==> src/rtl/battery_status_monitor.sv <==
// Sequential NUM_CELLS battery-cell sampler over a req/ack ADC port: sum, min (with index), max and low-voltage mask per run.
// Optional low-mask hysteresis is enabled by defining BATTMON_HYST_EN.
module battery_status_monitor #(
    parameter int  NUM_CELLS      = 4,
    parameter int  SAMPLE_W       = 12,
    parameter int  LOW_THRESH     = 3000,
    parameter int  HYST           = 100,
    parameter int  TIMEOUT_CYCLES = 255,
    localparam int CH_W           = $clog2(NUM_CELLS),
    localparam int SUM_W          = SAMPLE_W + CH_W
) (
    input  logic                 clk,
    input  logic                 rst,
    input  logic                 start,
    output logic                 busy,
    output logic                 done,
    output logic                 err,
    output logic                 adc_req,
    output logic [CH_W-1:0]      adc_ch,
    input  logic                 adc_ack,
    input  logic [SAMPLE_W-1:0]  adc_data,
    output logic [SUM_W-1:0]     sum_out,
    output logic [SAMPLE_W-1:0]  min_out,
    output logic [CH_W-1:0]      min_idx,
    output logic [SAMPLE_W-1:0]  max_out,
    output logic [NUM_CELLS-1:0] low_mask
);

`ifdef BATTMON_HYST_EN
    localparam logic HYST_EN = 1'b1;
`else
    localparam logic HYST_EN = 1'b0;
`endif

    // The counter holds the number of ack-less REQ cycles already spent; it fires on the last allowed one.
    localparam int                TO_W     = (TIMEOUT_CYCLES > 1) ? $clog2(TIMEOUT_CYCLES) : 1;
    localparam logic [TO_W-1:0]   TO_LAST  = TO_W'(TIMEOUT_CYCLES - 1);
    localparam logic              TO_EN    = (TIMEOUT_CYCLES != 0);
    localparam logic [CH_W-1:0]   LAST_IDX = CH_W'(NUM_CELLS - 1);
    localparam logic [SAMPLE_W:0] LOW_SET  = (SAMPLE_W + 1)'(LOW_THRESH);
    localparam logic [SAMPLE_W:0] LOW_CLR  = LOW_SET + (SAMPLE_W + 1)'(HYST);

    typedef enum logic [1:0] {
        IDLE,
        REQ,
        GAP
    } state_t;

    state_t                state;
    state_t                state_next;
    logic [TO_W-1:0]       to_cnt;
    logic [SUM_W-1:0]      sum_acc;
    logic [SAMPLE_W-1:0]   min_acc;
    logic [CH_W-1:0]       min_idx_acc;
    logic [SAMPLE_W-1:0]   max_acc;
    logic [NUM_CELLS-1:0]  low_acc;

    logic                  accept;
    logic                  capture;
    logic                  last_cell;
    logic                  timeout_hit;
    logic                  below;
    logic                  above;
    logic                  low_new;
    logic [SUM_W-1:0]      sum_upd;
    logic [SAMPLE_W-1:0]   min_upd;
    logic [CH_W-1:0]       min_idx_upd;
    logic [SAMPLE_W-1:0]   max_upd;
    logic [NUM_CELLS-1:0]  low_upd;

    // NOTE: sequential state uses non-blocking assignments so every register samples pre-edge values.
    always_ff @(posedge clk) begin
        if (rst) begin
            state <= IDLE;
        end else begin
            state <= state_next;
        end
    end

    // NOTE: each combinational output gets a default first so no path leaves it unassigned (no latch).
    always_comb begin
        state_next = state;
        unique case (state)
            IDLE: if (start) state_next = REQ;
            REQ: begin
                if (capture) begin
                    state_next = last_cell ? IDLE : GAP;
                end else if (timeout_hit) begin
                    state_next = IDLE;
                end
            end
            GAP:     state_next = REQ;
            default: state_next = IDLE;
        endcase
    end

    always_comb begin
        accept      = (state == IDLE) && start;
        capture     = (state == REQ) && adc_ack;
        last_cell   = (adc_ch == LAST_IDX);
        timeout_hit = (state == REQ) && !adc_ack && TO_EN && (to_cnt == TO_LAST);

        // Inside the hysteresis band a cell keeps its last published low bit.
        below   = ({1'b0, adc_data} < LOW_SET);
        above   = ({1'b0, adc_data} >= LOW_CLR);
        low_new = below | (HYST_EN & ~above & low_mask[adc_ch]);

        sum_upd     = sum_acc + SUM_W'(adc_data);
        min_upd     = min_acc;
        min_idx_upd = min_idx_acc;
        if (adc_data < min_acc) begin
            min_upd     = adc_data;
            min_idx_upd = adc_ch;
        end
        max_upd         = (adc_data > max_acc) ? adc_data : max_acc;
        low_upd         = low_acc;
        low_upd[adc_ch] = low_new;
    end

    always_ff @(posedge clk) begin
        if (rst) begin
            busy        <= 1'b0;
            done        <= 1'b0;
            err         <= 1'b0;
            adc_req     <= 1'b0;
            adc_ch      <= '0;
            to_cnt      <= '0;
            sum_acc     <= '0;
            min_acc     <= '0;
            min_idx_acc <= '0;
            max_acc     <= '0;
            low_acc     <= '0;
            sum_out     <= '0;
            min_out     <= '0;
            min_idx     <= '0;
            max_out     <= '0;
            low_mask    <= '0;
        end else begin
            busy    <= (state_next != IDLE);
            adc_req <= (state_next == REQ);
            done    <= 1'b0;
            to_cnt  <= ((state == REQ) && !adc_ack && !timeout_hit) ? to_cnt + TO_W'(1) : '0;

            if (accept) begin
                err         <= 1'b0;
                adc_ch      <= '0;
                sum_acc     <= '0;
                min_acc     <= '1;
                min_idx_acc <= '0;
                max_acc     <= '0;
                low_acc     <= '0;
            end

            if (capture) begin
                sum_acc     <= sum_upd;
                min_acc     <= min_upd;
                min_idx_acc <= min_idx_upd;
                max_acc     <= max_upd;
                low_acc     <= low_upd;
                if (last_cell) begin
                    done     <= 1'b1;
                    sum_out  <= sum_upd;
                    min_out  <= min_upd;
                    min_idx  <= min_idx_upd;
                    max_out  <= max_upd;
                    low_mask <= low_upd;
                end else begin
                    adc_ch <= adc_ch + CH_W'(1);
                end
            end else if (timeout_hit) begin
                done <= 1'b1;
                err  <= 1'b1;
            end
        end
    end

endmodule

==> config.mk <==
export PLATFORM = sky130hd
export DESIGN_NAME = battery_status_monitor
export DESIGN_NICKNAME = d
export VERILOG_FILES = /design/src/rtl/battery_status_monitor.sv
export SDC_FILE = /design/constraint.sdc
export NUM_CORES = 1
export LEC_CHECK = 0
export CAP_MARGIN = 15
export CELL_PAD_IN_SITES_DETAIL_PLACEMENT = 1
export CELL_PAD_IN_SITES_GLOBAL_PLACEMENT = 2
export CORE_ASPECT_RATIO = 0.6
export CORE_MARGIN = 3
export CORE_UTILIZATION = 30
export CTS_CLUSTER_DIAMETER = 60
export DETAILED_ROUTE_END_ITERATION = 10
export MAX_ROUTING_LAYER = met4
export PLACE_DENSITY = 0.76
export SYNTH_ARGS = -nofsm -noshare
export SYNTH_HDL_FRONTEND = slang
export SYNTH_SLANG_ARGS = --single-unit
==> constraint.sdc <==
create_clock -name clk -period 3.45 [get_ports clk]
set_input_delay 0.8625 -clock clk [delete_from_list [all_inputs] [get_ports clk]]
set_output_delay 0.8625 -clock clk [all_outputs]
set_load 0.005 [all_outputs]
=== Yosys cells after proc, flatten, opt, wreduce, memory -nomap -nowiden ===
Index checks and enable logic that the tools add are counted.

* Add/subtract/negate cells: 3
* $lt $le $gt $ge: 5
* Equal/unequal tests: 5
* Mux-type cells: 30
* Bitwise logic cells: 1
* Reduce and logical (&&, ||, !) cells: 13

{| class="wikitable"
|+ Operators by type and width
! kind !! number
|-
| 12-bit 2-to-1 mux || 6
|-
| 14-bit 2-to-1 mux || 2
|-
| 2-bit 2-to-1 mux || 10
|-
| 14-bit by 12-bit adder with 14-bit output || 1
|-
| 12-bit > comparator || 1
|-
| 12-bit < comparator || 1
|-
| 12-bit < comparator (second input constant) || 1
|-
| 8-bit by 1-bit adder with 8-bit output (second input constant) || 1
|-
| 8-bit equality test (second input constant) || 1
|-
| 4-bit 2-to-1 mux || 2
|-
| 1-bit 2-to-1 mux || 7
|-
| 1-bit logical AND || 6
|-
| 2-bit case mux with 3 select lines || 1
|-
| 4-bit bitwise mux || 1
|-
| 2-bit by 1-bit equality test with 1-bit output (second input constant) || 2
|-
| 2-bit equality test (second input constant) || 2
|-
| 2-bit nonzero test || 2
|-
| 2-bit by 3-bit < comparator with 1-bit output (second input constant) || 1
|-
| 2-bit by 1-bit adder with 2-bit output (second input constant) || 1
|-
| 1-bit demux with 2-bit select || 1
|-
| 2-bit by 1-bit >= comparator with 1-bit output (second input constant) || 1
|-
| 1-bit zero test || 2
|-
| 2-bit zero test || 1
|-
| 2-bit AND reduction || 1
|-
| 2 further kinds || 2
|}

* Register bits after elaboration: 104
* Bits of input ports: 16
* Output and inout bits: 50
* Logic and storage cells: 74

=== Logic depth before layout (Yosys ltp) ===
Gate-level depths: netlist of the first run.

* Depth after elaboration: 7
* Depth in mapped cells: 10

=== Worst setup path after synthesis of the first run ===
No wires, ideal clock.

* Kind: input to register
* Start: input port adc_data[0]
* End: register sum_out[12]
* Setup time: 62 ps
* Arrival: 2640 ps
* Data required time: 3388 ps
* Path slack: 748 ps
* Stages: 10
* Buffers on the path: 0
* Cells stage by stage: ha_1 inv_1 fa_1 nor2b_1 o31a_1 a221oi_2 a21oi_1 a31oi_1 or4_1 nand3_1

* Word-level cells in the longest chain between the ends: 1

{| class="wikitable"
|+ Ends and longest elaborated chain
! item !! line !! source
|-
| from (decl) || 21 || <nowiki>input logic [SAMPLE_W-1:0] adc_data,</nowiki>
|-
| 14-bit by 12-bit adder with 14-bit output || 108 || <nowiki>sum_upd = sum_acc + SUM_W'(adc_data);</nowiki>
|-
| to (signal assigned) || 162 || <nowiki>sum_out <= sum_upd;</nowiki>
|-
| to (decl) || 22 || <nowiki>output logic [SUM_W-1:0] sum_out,</nowiki>
|}

Every way passes these cells.
A chain may end at the register's enable or synchronous reset.

=== Worst setup path after layout of the first run ===
* Start: input port adc_data[3]
* End: register sum_acc[13]

* Word-level cells in the longest chain between the ends: 2

{| class="wikitable"
|+ Ends and longest elaborated chain
! item !! line !! source
|-
| 14-bit by 12-bit adder with 14-bit output || 108 ||
|-
| 14-bit 2-to-1 mux || 154 || <nowiki>if (capture) begin</nowiki>
|-
| to (signal assigned) || 155 || <nowiki>sum_acc <= sum_upd;</nowiki>
|-
| to (decl) || 52 || <nowiki>logic [SUM_W-1:0] sum_acc;</nowiki>
|}

Every way passes these cells.

==> results of run 1 <==
where the power goes:
part	internal [µW]	switching, µW	leakage (µW)
combinational	164	228	0.00147
sequential	1220	20.9	0.000835
clock	576	464	0.000134
total	1960	714	0.00244
state kept, by name (all words and copies together), names as in the netlist:
name,count
adc_req,1
err,1
min_acc,12
max_acc,12
adc_ch,2
low_acc,3
low_mask,4
max_out,12
min_idx_acc,2
sum_out,14
done,1
sum_acc,14
busy,1
min_idx,2
state,2
min_out,12
to_cnt,8
routing by layer:
layer | global-route usage | vias to the layer above | share of wire
met5 | - | - | 0
met4 | 0.03154 | 0 | 0.0056
met3 | 0.03426 | 9 | 0.034
met2 | 0.2631 | 64 | 0.44
met1 | 0.2386 | 2178 | 0.52
li1 | - | 2190 | -
final cells by class:
class / instances / area, µm² / share of cell area
Clock buffer: 11 / 242.7 / 0.03797
Clock inverter: 3 / 45.04 / 0.007046
Inverter: 31 / 116.4 / 0.01820
Multi-Input combinational cell: 408 / 2740 / 0.4287
Sequential cell: 103 / 2062 / 0.3226
Tap cell: 228 / 285.3 / 0.04463
Timing Repair Buffer: 99 / 900.9 / 0.1409
worst min path at each step:
| stage | startpoint | endpoint | slack, ns | depth (start not counted) |
|---|---|---|---|---|
| 2_1_floorplan | to_cnt[0] | to_cnt[0] | 0.43 | 1 |
| 3_3_place_gp | to_cnt[0] | to_cnt[0] | 0.44 | 1 |
| 3_5_place_dp | sum_out[5] | sum_out[5] | 0.45 | 2 |
| 4_1_cts | sum_out[5] | sum_out[5] | 0.46 | 2 |
| 5_1_grt | sum_out[5] | sum_out[5] | 0.46 | 2 |
| 6_report | sum_out[5] | sum_out[5] | 0.46 | 2 |
placed cells by master (no fill, tap or decap), drive strengths merged, types with 14 or more instances in the layout:
cell type,count
a211oi,22
a21oi,34
buf,35
clkdlybuf4s50,64
dfxtp,103
ha,41
inv,31
mux2i,14
nand2,38
nor2,106
stage by stage:
| step | worst slack (ns) | TNS [ns] |
|---|---|---|
| floorplan | 0.7475 | 0 |
| global placement | 0.009586 | 0 |
| detailed placement | -0.08110 | -0.4794 |
| CTS | 0.2703 | 0 |
| global route | 0.1108 | 0 |
| finish | 0.2806 | 0 |
critical path, delay by kind of cell:
family,cells,cell delay [ns]
buf+inv,1,0.55
compound gates,6,1.16
fa+ha+maj,1,0.46
simple gates,1,0.41
cells by family (layout without fill, tap and decap cells):
group,after synthesis,in the layout,synth area share
adders and majority gates,42,42,0.1054
muxes,14,14,0.02772
buffers and inverters,63,144,0.05048
DFF,103,103,0.4078
and+or+nand+nor,191,191,0.1653
AOI/OAI and AO/OA,146,146,0.2173
xor gates and xnor gates,15,15,0.02598
==> impl_metrics.toml, run 1 <==
[synthesis]
synthesis.instances = 574
synthArstFlopShare = 0
netlist_top_cells_area = "sky130_fd_sc_hd__dfxtp_1, sky130_fd_sc_hd__ha_1, sky130_fd_sc_hd__nor2_1"
synth_top_area_cell = "sky130_fd_sc_hd__dfxtp_1"
synth.net_count = 632
synth.yosys.seq_area_share = 0.4078
synth_top_cells_by_count = "sky130_fd_sc_hd__nor2_1, sky130_fd_sc_hd__dfxtp_1, sky130_fd_sc_hd__ha_1"
yosys_register_bits = 103
synth_top_area_share = 0.4078
synthMostInstantiatedCell = "sky130_fd_sc_hd__nor2_1"
syn_area_per_cell_um2 = 8.809
synth-warning-count = 0
synth-edff-count = 0
post_synth_instance_area_um2 = 5056
netlist-cell-type-count = 48
synth_ff_type = "sky130_fd_sc_hd__dfxtp_1"

[clocking]
cts_tree = "done"
h-tree-depth = 3
cts.root.buffer_cell = "sky130_fd_sc_hd__clkbuf_16"
postCtsHoldBufs = 0
worstSkewPairLatency_ns = 0.35
cts_repair_resize_count = 0
tritoncts_buffers = 9
cts_post_setup_buffers_inserted = 0
clk_transition_reported_paths_ns = 0.07
clock_path_buffers = 2
numClockSinks = 103

[drt]
drtIter0Drc = 201
num_vias = 4441
avgViaCountPerCell = 5.029
totalWireLength_um = 15220
dr.pass1.iters = 4
routed_wire_length_per_instance_um = 17.24
drc = 0
antenna_left = 0

[timing]
grt_setup_unrepaired = "false"
slew-limit-headroom = 0.4832
fin_worst_hold_slack_ns = 0.4560
timing_max_transition_violations_final = 0
fin_worst_skew_ns = 0.006682
finalCritPeriodShare = 0.9187
slew_at_the_pin_with_the_worst_max_slew_slack_ns = 0.7751
setup-violations-final = 0
final.min_clock_period_ns = 3.169
fmax_mhz = 315.5
number_of_hold_slack_violations_in_the_final_timing_report = 0

[worst_setup_path]
critical_path.endpoint = "sum_acc[13]"
worst_setup_path_end_kind = "flop"
reg2reg_setup_slack_ns = 1.01
cp_data_arrival_time_ns = 3.45
worst_ep_required_ns = 3.73
max_stage_delay_ns = 0.55
crit_path_start_kind = "input port"
worstReg2RegStart = "max_acc[5]"
cp_launch_point = "adc_data[3]"
timing.critical_path.fanout_max = 5
crit_path_top_delay_cell = "sky130_fd_sc_hd__clkdlybuf4s50_1"
path_common_cell = "sky130_fd_sc_hd__a21oi_1"
crit-reg2reg-capture = "max_acc[7]"
cell_breakdown_of_the_critical_path = "clkdlybuf4s50_1 > ha_1 > a21o_1 > a21oi_1 > a211o_1 > a21oi_1 > a31oi_1 > or4_1 > o21ai_0"
critPathKind = "input port to flop"
worst_r2r_path_depth = 10

[place]
io_buffers = 65
gp_routability_congestion = 0.8395
place_hpwl_um = 11120
placed_area_um2 = 6105
post-place-cells = 869

[floorplan]
dieArea_um2 = 18500
die-height_um = 106.6
floorplan.rows = 36
coreArea_um2 = 16350
num_io_pins = 66
initial_core_util = 0.3092
die_x_um = 173.6

[final_layout]
post-route-util = 0.3910
fillerInstances = 1930
post_layout_nonfiller_instances = 883
design_area_um2 = 6392
antenna_cells_inserted = 0
flow.area_growth_from_synthesis_pct = 26.43
drive_above_1_share = 0.1038
nets = 710

[global_route]
grt_max_degree = 72
grt_first_pass_wirelength_um = 24810
vias_in_the_first_global_route = 4637
grt_overflow = 0
grt_use_total = 0.1719
grt_antenna_before_repair = 0

[power_and_ir_drop]
leakagePower_uw = 0.002441
p_per_area_nw_per_um2 = 418.4
power_uw = 2675
maximum_vdd_ir_drop_mv = 0.1743

[job]
max_cap_viol_count = 0

[worst_hold_path]
hold_class = "flop to flop"

[run_status]
outcome = "finished, final reports clean"
Note: power is estimated with default switching activity, not from simulation.
==> run 2: changes to the inputs <==
- SLEW_MARGIN: unset -> 20
==> results of run 2 <==
Final layout, timing and power as in run 1 (identical DEF).
